File: src/rtl/arith_engine.sv
// arith_engine: two-stage MIPS-subset integer engine with E-to-D forwarding and halt on illegal instructions
module arith_engine #(
  parameter int WIDTH = 32,
  parameter int NREG = 32
) (
  input  logic             clock,
  input  logic             reset,
  input  logic [31:0]      inst,
  input  logic             inst_valid,
  output logic             inst_ready,
  output logic [31:0]      pc,
  output logic             except,
  output logic [31:0]      retired,
  input  logic [4:0]       dbg_addr,
  output logic [WIDTH-1:0] dbg_data
);
  typedef enum logic {RUN, HALT} state_t;
  typedef enum logic [2:0] {OP_ADD, OP_SUB, OP_AND, OP_OR, OP_XOR, OP_NOR, OP_SLT} op_t;
  state_t state;
  logic [WIDTH-1:0] rf [32];
  logic e_valid;
  op_t e_op;
  logic [4:0] e_dst;
  logic [WIDTH-1:0] e_a, e_b, e_res;
  logic [5:0] opc, fn;
  logic [4:0] rs, rt, rd;
  logic [15:0] imm;
  op_t d_op;
  logic d_rtype, d_known, d_zext, d_legal, accept;
  logic [4:0] d_dst;
  logic [WIDTH-1:0] rs_val, rt_val, imm_ext;
  logic unused_shamt;
  assign {opc, rs, rt, rd} = inst[31:11];
  assign fn = inst[5:0];
  assign imm = inst[15:0];
  assign unused_shamt = ^inst[10:6];
  assign inst_ready = state == RUN;
  assign accept = inst_valid && inst_ready;
  // Map opcode/funct onto an ALU operation; anything unmatched is flagged unknown
  always_comb begin
    d_op = OP_ADD;
    d_rtype = opc == 6'h00;
    d_known = 1'b1;
    d_zext = 1'b0;
    if (d_rtype)
      case (fn)
        6'h20: d_op = OP_ADD;
        6'h22: d_op = OP_SUB;
        6'h24: d_op = OP_AND;
        6'h25: d_op = OP_OR;
        6'h26: d_op = OP_XOR;
        6'h27: d_op = OP_NOR;
        6'h2A: d_op = OP_SLT;
        default: d_known = 1'b0;
      endcase
    else
      case (opc)
        6'h08: d_op = OP_ADD;
        6'h0A: d_op = OP_SLT;
        6'h0C: {d_op, d_zext} = {OP_AND, 1'b1};
        6'h0D: {d_op, d_zext} = {OP_OR, 1'b1};
        6'h0E: {d_op, d_zext} = {OP_XOR, 1'b1};
        default: d_known = 1'b0;
      endcase
  end
  assign d_legal = d_known && {1'b0, rs} < 6'(NREG) && {1'b0, rt} < 6'(NREG) && (!d_rtype || {1'b0, rd} < 6'(NREG));
  assign d_dst = d_rtype ? rd : rt;
  assign imm_ext = WIDTH'($signed({imm[15] & ~d_zext, imm}));
  assign rs_val = (e_valid && e_dst != 5'd0 && e_dst == rs) ? e_res : rf[rs];
  assign rt_val = (e_valid && e_dst != 5'd0 && e_dst == rt) ? e_res : rf[rt];
  assign e_res = e_op == OP_ADD ? e_a + e_b :
                 e_op == OP_SUB ? e_a - e_b :
                 e_op == OP_AND ? e_a & e_b :
                 e_op == OP_OR  ? e_a | e_b :
                 e_op == OP_XOR ? e_a ^ e_b :
                 e_op == OP_NOR ? ~(e_a | e_b) :
                 {{(WIDTH-1){1'b0}}, $signed(e_a) < $signed(e_b)};
  assign dbg_data = (dbg_addr == 5'd0 || {1'b0, dbg_addr} >= 6'(NREG)) ? '0 : rf[dbg_addr];
  // FSM, pc/retired counters and the D-to-E pipeline register
  always_ff @(posedge clock or negedge reset)
    if (!reset) begin
      state <= RUN;
      pc <= '0;
      except <= 1'b0;
      retired <= '0;
      e_valid <= 1'b0;
      e_op <= OP_ADD;
      e_dst <= '0;
      e_a <= '0;
      e_b <= '0;
    end else begin
      e_valid <= accept && d_legal;
      if (accept) begin
        pc <= pc + 32'd4;
        e_op <= d_op;
        e_dst <= d_dst;
        e_a <= rs_val;
        e_b <= d_rtype ? rt_val : imm_ext;
      end
      if (accept && !d_legal) begin
        state <= HALT;
        except <= 1'b1;
      end
      if (e_valid) retired <= retired + 32'd1;
    end
  // Write-back; entry 0 and entries at or above NREG never change
  always_ff @(posedge clock or negedge reset)
    if (!reset) for (int i = 0; i < 32; i++) rf[i] <= '0;
    else for (int i = 1; i < NREG; i++) if (e_valid && e_dst == 5'(i)) rf[i] <= e_res;
endmodule

File: config.mk
export PLATFORM = sky130hd
export DESIGN_NAME = arith_engine
export DESIGN_NICKNAME = d
export VERILOG_FILES = /design/src/rtl/arith_engine.sv
export SDC_FILE = /design/constraint.sdc
export NUM_CORES = 2
export LEC_CHECK = 0
export BUFFER_PORTS_ARGS = -buffer_cell sky130_fd_sc_hd__buf_2
export CORE_MARGIN = 5
export CORE_UTILIZATION = 70
export CTS_BUF_LIST = sky130_fd_sc_hd__clkbuf_4
export DETAILED_ROUTE_END_ITERATION = 16
export PLACE_DENSITY = 0.88
export SYNTH_ARGS = -nofsm -noshare
export SYNTH_HDL_FRONTEND = slang
export SYNTH_SLANG_ARGS = --single-unit
export TNS_END_PERCENT = 50
File: constraint.sdc
create_clock -name clock -period 6.7 [get_ports clock]
set_clock_uncertainty 0.15 [all_clocks]
set_input_delay 1.34 -clock clock [delete_from_list [all_inputs] [get_ports clock]]
set_output_delay 1.34 -clock clock [all_outputs]
set_load 0.05 [all_outputs]
After elaboration in Yosys (flattened, before gate mapping):

Cells that the tools add are included.

* bits in registers: 1130
* input port bits: 40
* output and inout bits: 98

* $add $sub $neg: 4
* $lt $le $gt $ge: 4
* eq/ne operators: 50
* multiplexer cells: 28
* bitwise gates (word level): 10
* reductions and logical operators: 45

Operators by type and width (count)
* $mux W32: 16
* $bmux W32 S5: 3
* $eq A5 B5 Y1 const B: 16
* $eq A6 B6 Y1 const B: 7
* $eq A5 B4 Y1 const B: 8
* $logic_and A1 B1 Y1: 37
* $add A32 B1 Y32 const B: 1
* $add A32 B3 Y32 const B: 1
* $add A32 B32 Y32: 1
* $and A32 B32 Y32: 1
* $lt A32 B32 Y1: 1
* $not A32 Y32: 1
* $or A32 B32 Y32: 1
* $sub A32 B32 Y32: 1
* $xor A32 B32 Y32: 1
* $eq A6 B4 Y1 const B: 5
* $eq A5 B3 Y1 const B: 4
* $ge A6 B6 Y1 const B: 3
* $not A5 Y6: 3
* $pmux W3 S6: 1
* $pmux W3 S4: 1
* $eq A5 B2 Y1 const B: 2
* $eq A5 B5 Y1: 2
* $reduce_or A7 Y1: 1
* 16 further kinds: 23

Longest topological paths before layout:

* depth in word-level cells: 10
* depth in mapped cells: 15
* gate-level depth less buffers: 13

Worst setup path after synthesis:

No wires, ideal clock.

* path kind: in2out
* start: input dbg_addr[0]
* end: output dbg_data[26]
* arrival: 3835 ps
* required time: 5210 ps
* slack: 1375 ps
* cell stages on the path: 6
* path buffers: 3
* cells stage by stage: clkbuf_1 > clkbuf_1 > clkbuf_1 > mux4_2 > mux4_2 > mux2_2

* cells in the longest elaborated chain, start to end: 5
* elaborated cells between the ends (all ways): 6
* those cells by class: 4 x mux; 1 x bitwise; 1 x reduce/logical

RTL lines
* start, declared: line 14 `input logic [4:0] dbg_addr,`
* $not A5 Y6 (not written as such): line 78 `assign dbg_data = (dbg_addr == 5'd0 || {1'b0, dbg_addr} >= 6'(NREG)) ? '0 : rf[dbg_addr];`
* $bmux W32 S5: line 78
* $mux W32 (not written as such) (2 in a row): line 78
* $mux W32 (*): line 78
* end, declared: line 15 `output logic [WIDTH-1:0] dbg_data`

Mark *: on every way between the ends. The rest lies on a longest branch, timed or not. The select of a mux whose other input is x is not followed.

Worst setup path after layout:

Ends and elaborated chain as after synthesis.

==> impl_metrics.env <==
export IMPL_fp_dieW_um=327
export IMPL_max_stage_delay_ps=630
export IMPL_die_height_um=327
export IMPL_drive_gt1_frac=0.284
export IMPL_final_antenna_net_count=0
export IMPL_dp_hpwl_um=138000
export IMPL_fp_row_count=116
export IMPL_synth_cell_type_count=91
export IMPL_io_buffers=135
export IMPL_fillers=5436
export IMPL_drv_slew=0
export IMPL_routedWlPerCell_um=32.0
export IMPL_stdcell_area_sq_mm=0.0755
export IMPL_start_kind="input port"
export IMPL_grt_setup_unrepaired="false"
export IMPL_tns_ps=0
export IMPL_initial_core_util=0.704
export IMPL_ioPinCount=138
export IMPL_critPathMaxFanout=67
export IMPL_max_freq_ghz=0.174
export IMPL_crit_arrival_ps=4260
export IMPL_max_cap_viol_count=0
export IMPL_min_period_ps=5750
export IMPL_timing_rr_start="e_a[0]$_DFFE_PN0P_"
export IMPL_crit_family="buffers and inverters"
export IMPL_placed_cell_area_sq_mm=0.0720
export IMPL_synth_area_leaders="dfrtp_1 40%, mux4_2 27%, o21ai_0 7.3%"
export IMPL_crit_path_start="dbg_addr[0]"
export IMPL_synth_avg_cell_area_sq_um=11.2
export IMPL_cts_tree="done"
export IMPL_power_static_leakage_uw=0.0321
export IMPL_clkTransAtPathRegs_ps=60
export IMPL_synth_edf_count=0
export IMPL_hp_start="inst_valid"
export IMPL_vias=61963
export IMPL_grt_overflow=0
export IMPL_yosysWarnings=32
export IMPL_tightest_slew_ps=1380
export IMPL_crit_path_end_kind="output pin"
export IMPL_design_core_area_sq_mm=0.100
export IMPL_path_class="input port to output pin"
export IMPL_slew_headroom=0.0786
export IMPL_clk_latency_ps=1290
export IMPL_syn_area_sq_mm=0.0704
export IMPL_synth_top_area_frac=0.401
export IMPL_irDropWorstVdd_mv=0.120
export IMPL_nNetsFinal=6358
export IMPL_clockBufferDepth=4
export IMPL_fin_crit_sh=0.858
export IMPL_drt_first_pass_iters=10
export IMPL_fp_dieArea_sq_mm=0.107
export IMPL_power_density_mw_per_mm2=191
export IMPL_antenna_found_initial=21
export IMPL_cts_buffers=305
export IMPL_ys_dominant_reg_cell="dfrtp_1"
export IMPL_synthesis_instances=6283
export IMPL_synthToLayoutAreaGrowth_pct=7.30
export IMPL_grt_max_degree=171
export IMPL_crit_path_top_delay_cell="buf_8"
export IMPL_cts_sinks=1128
export IMPL_drtIter0Drc=11543
export IMPL_synthTopCellsByCount="1,199 x nand2_1, 1,128 x dfrtp_1, 1,020 x o21ai_0"
export IMPL_drt_total_wl_um=247000
export IMPL_required_ps=5210
export IMPL_vias_per_cell=8.04
export IMPL_setup_viol=0
export IMPL_root_buffer="clkbuf_4"
export IMPL_cp_common_cell="mux4_2"
export IMPL_synth_seq_cells=1128
export IMPL_post_cts_buffers=0
export IMPL_final_hold_violation_count=0
export IMPL_crit_chain="buf_8, buf_4, mux4_2, mux4_2, mux2_2, buf_2"
export IMPL_grt_first_pass_wirelength_um=373000
export IMPL_globalplace_congestion=0.962
export IMPL_async_flop_share=1.00
export IMPL_cts_resized=0
export IMPL_cts_htree_levels=5
export IMPL_grt_util_all_layers=0.460
export IMPL_synth_most_common_cell="nand2_1"
export IMPL_worst_path_buf_inv=3
export IMPL_drc=0
export IMPL_outcome="finished clean"
export IMPL_grt_pass1_vias=63310
export IMPL_seq_area_frac_synth=0.401
export IMPL_min_path_type="input port to register"
export IMPL_yosysTopAreaCell="dfrtp_1"
==> metal layers <==
layer | global-route usage | routed length, um
met1 | 0.542 | 72700
met2 | 0.649 | 104000
met3 | 0.229 | 45200
met4 | 0.350 | 24500
met5 | 0.000906 | 243
==> cell families after synthesis <==
family,Yosys count,share of synthesized area
flops,1128,0.401
fa+ha+maj,100,0.0180
xor+xnor,87,0.0108
buf+inv,734,0.0409
mux,1089,0.310
compound gates,1566,0.129
other cells,1,0.0000533
simple gates,1578,0.0907
==> flip-flops by register name, summed over array words and instances (netlist names) <==
name and flops:
rf 992, e_a 32, e_b 32, retired 32, pc 30, e_dst 5, e_op 3, e_valid 1
state 1
==> metrics by stage <==
step	hold slack (ps)	total power, uW	std cells	util	setup slack (ps)
final	238	14400	7704	0.755	953
after CTS	187	14300	7695	0.755	975
after detailed placement	315	8360	7208	0.720	961
after global placement	308	8330	7208	0.720	1030
after global routing	248	14800	7697	0.755	817
after floorplan	324	7830	6284	-	1380
==> worst paths after layout <==
path                                        to  slack, ps  cells after the start
max                               dbg_data[26]        950                      6
min                          state$_DFFE_PN0P_        240                      3
max reg2reg                rf[702]$_DFFE_PN0P_       1910                     12
min reg2reg                 pc[31]$_DFFE_PN0P_        320                      1
max in group asynchronous  rf[825]$_DFFE_PN0P_       4270                      3
min in group asynchronous  rf[704]$_DFFE_PN0P_        560                      2
==> layout make-up <==
type                            count  area (sq um)  share of cell area
Multi-Input combinational cell   4422         39700               0.526
Clock inverter                     63           380             0.00503
Timing Repair Buffer              255          2000              0.0264
Clock buffer                      423          3180              0.0420
Tap cell                         1298          1620              0.0215
Sequential cell                  1128         28200               0.374
Inverter                          106           398             0.00527
Antenna cell                        9          22.5            0.000298
==> worst register-to-register path, stage by stage (launching register included) <==
cell and delay, ps:
dfrtp_1 520, ha_1 310, inv_1 90, fa_1 420, nor2b_1 200, o2111ai_1 210, a211o_1 430, a31oi_2 460
nand3_1 140, a31oi_1 200, nor2_1 70, o21ai_2 990, o21ai_0 310
==> cell usage in the layout (no fill, tap or decap), drive strengths merged, types with 9 or more instances in the layout <==
master | Yosys | final
o22ai | 19 | 19
nand2 | 1199 | 1199
xnor2 | 63 | 63
o21ai | 1095 | 1095
nor2 | 183 | 183
a21boi | 16 | 16
mux2 | 175 | 175
a211o | 9 | 9
mux4 | 855 | 855
a211oi | 23 | 23
nor2b | 26 | 26
nand4 | 14 | 14
clkinv | 0 | 55
mux2i | 59 | 59
o211ai | 18 | 18
nor3 | 26 | 26
diode | 0 | 9
ha | 98 | 98
o31ai | 19 | 19
or3 | 9 | 9
clkbuf | 498 | 423
nand2b | 19 | 19
dfrtp | 1128 | 1128
a21oi | 121 | 121
buf | 130 | 254
nand3 | 41 | 41
a22o | 86 | 86
a31oi | 21 | 21
inv | 106 | 109
xor2 | 24 | 24
nor4 | 14 | 14
a221oi | 22 | 22
and3 | 19 | 19
a2111oi | 13 | 13
a21o | 12 | 12
==> power breakdown <==
part	switching (uW)	total (uW)	internal, uW
clock network	3060	6130	3070
registers	23.5	6840	6820
logic	1040	1450	408
==> repair_timing <==
item / in CTS / in global routing
setup endpoints to repair: 0 / 0
hold buffers: 1 / 0
endpoints found under the hold margin: 45 / 0
Power figures use the tool's default switching activity.
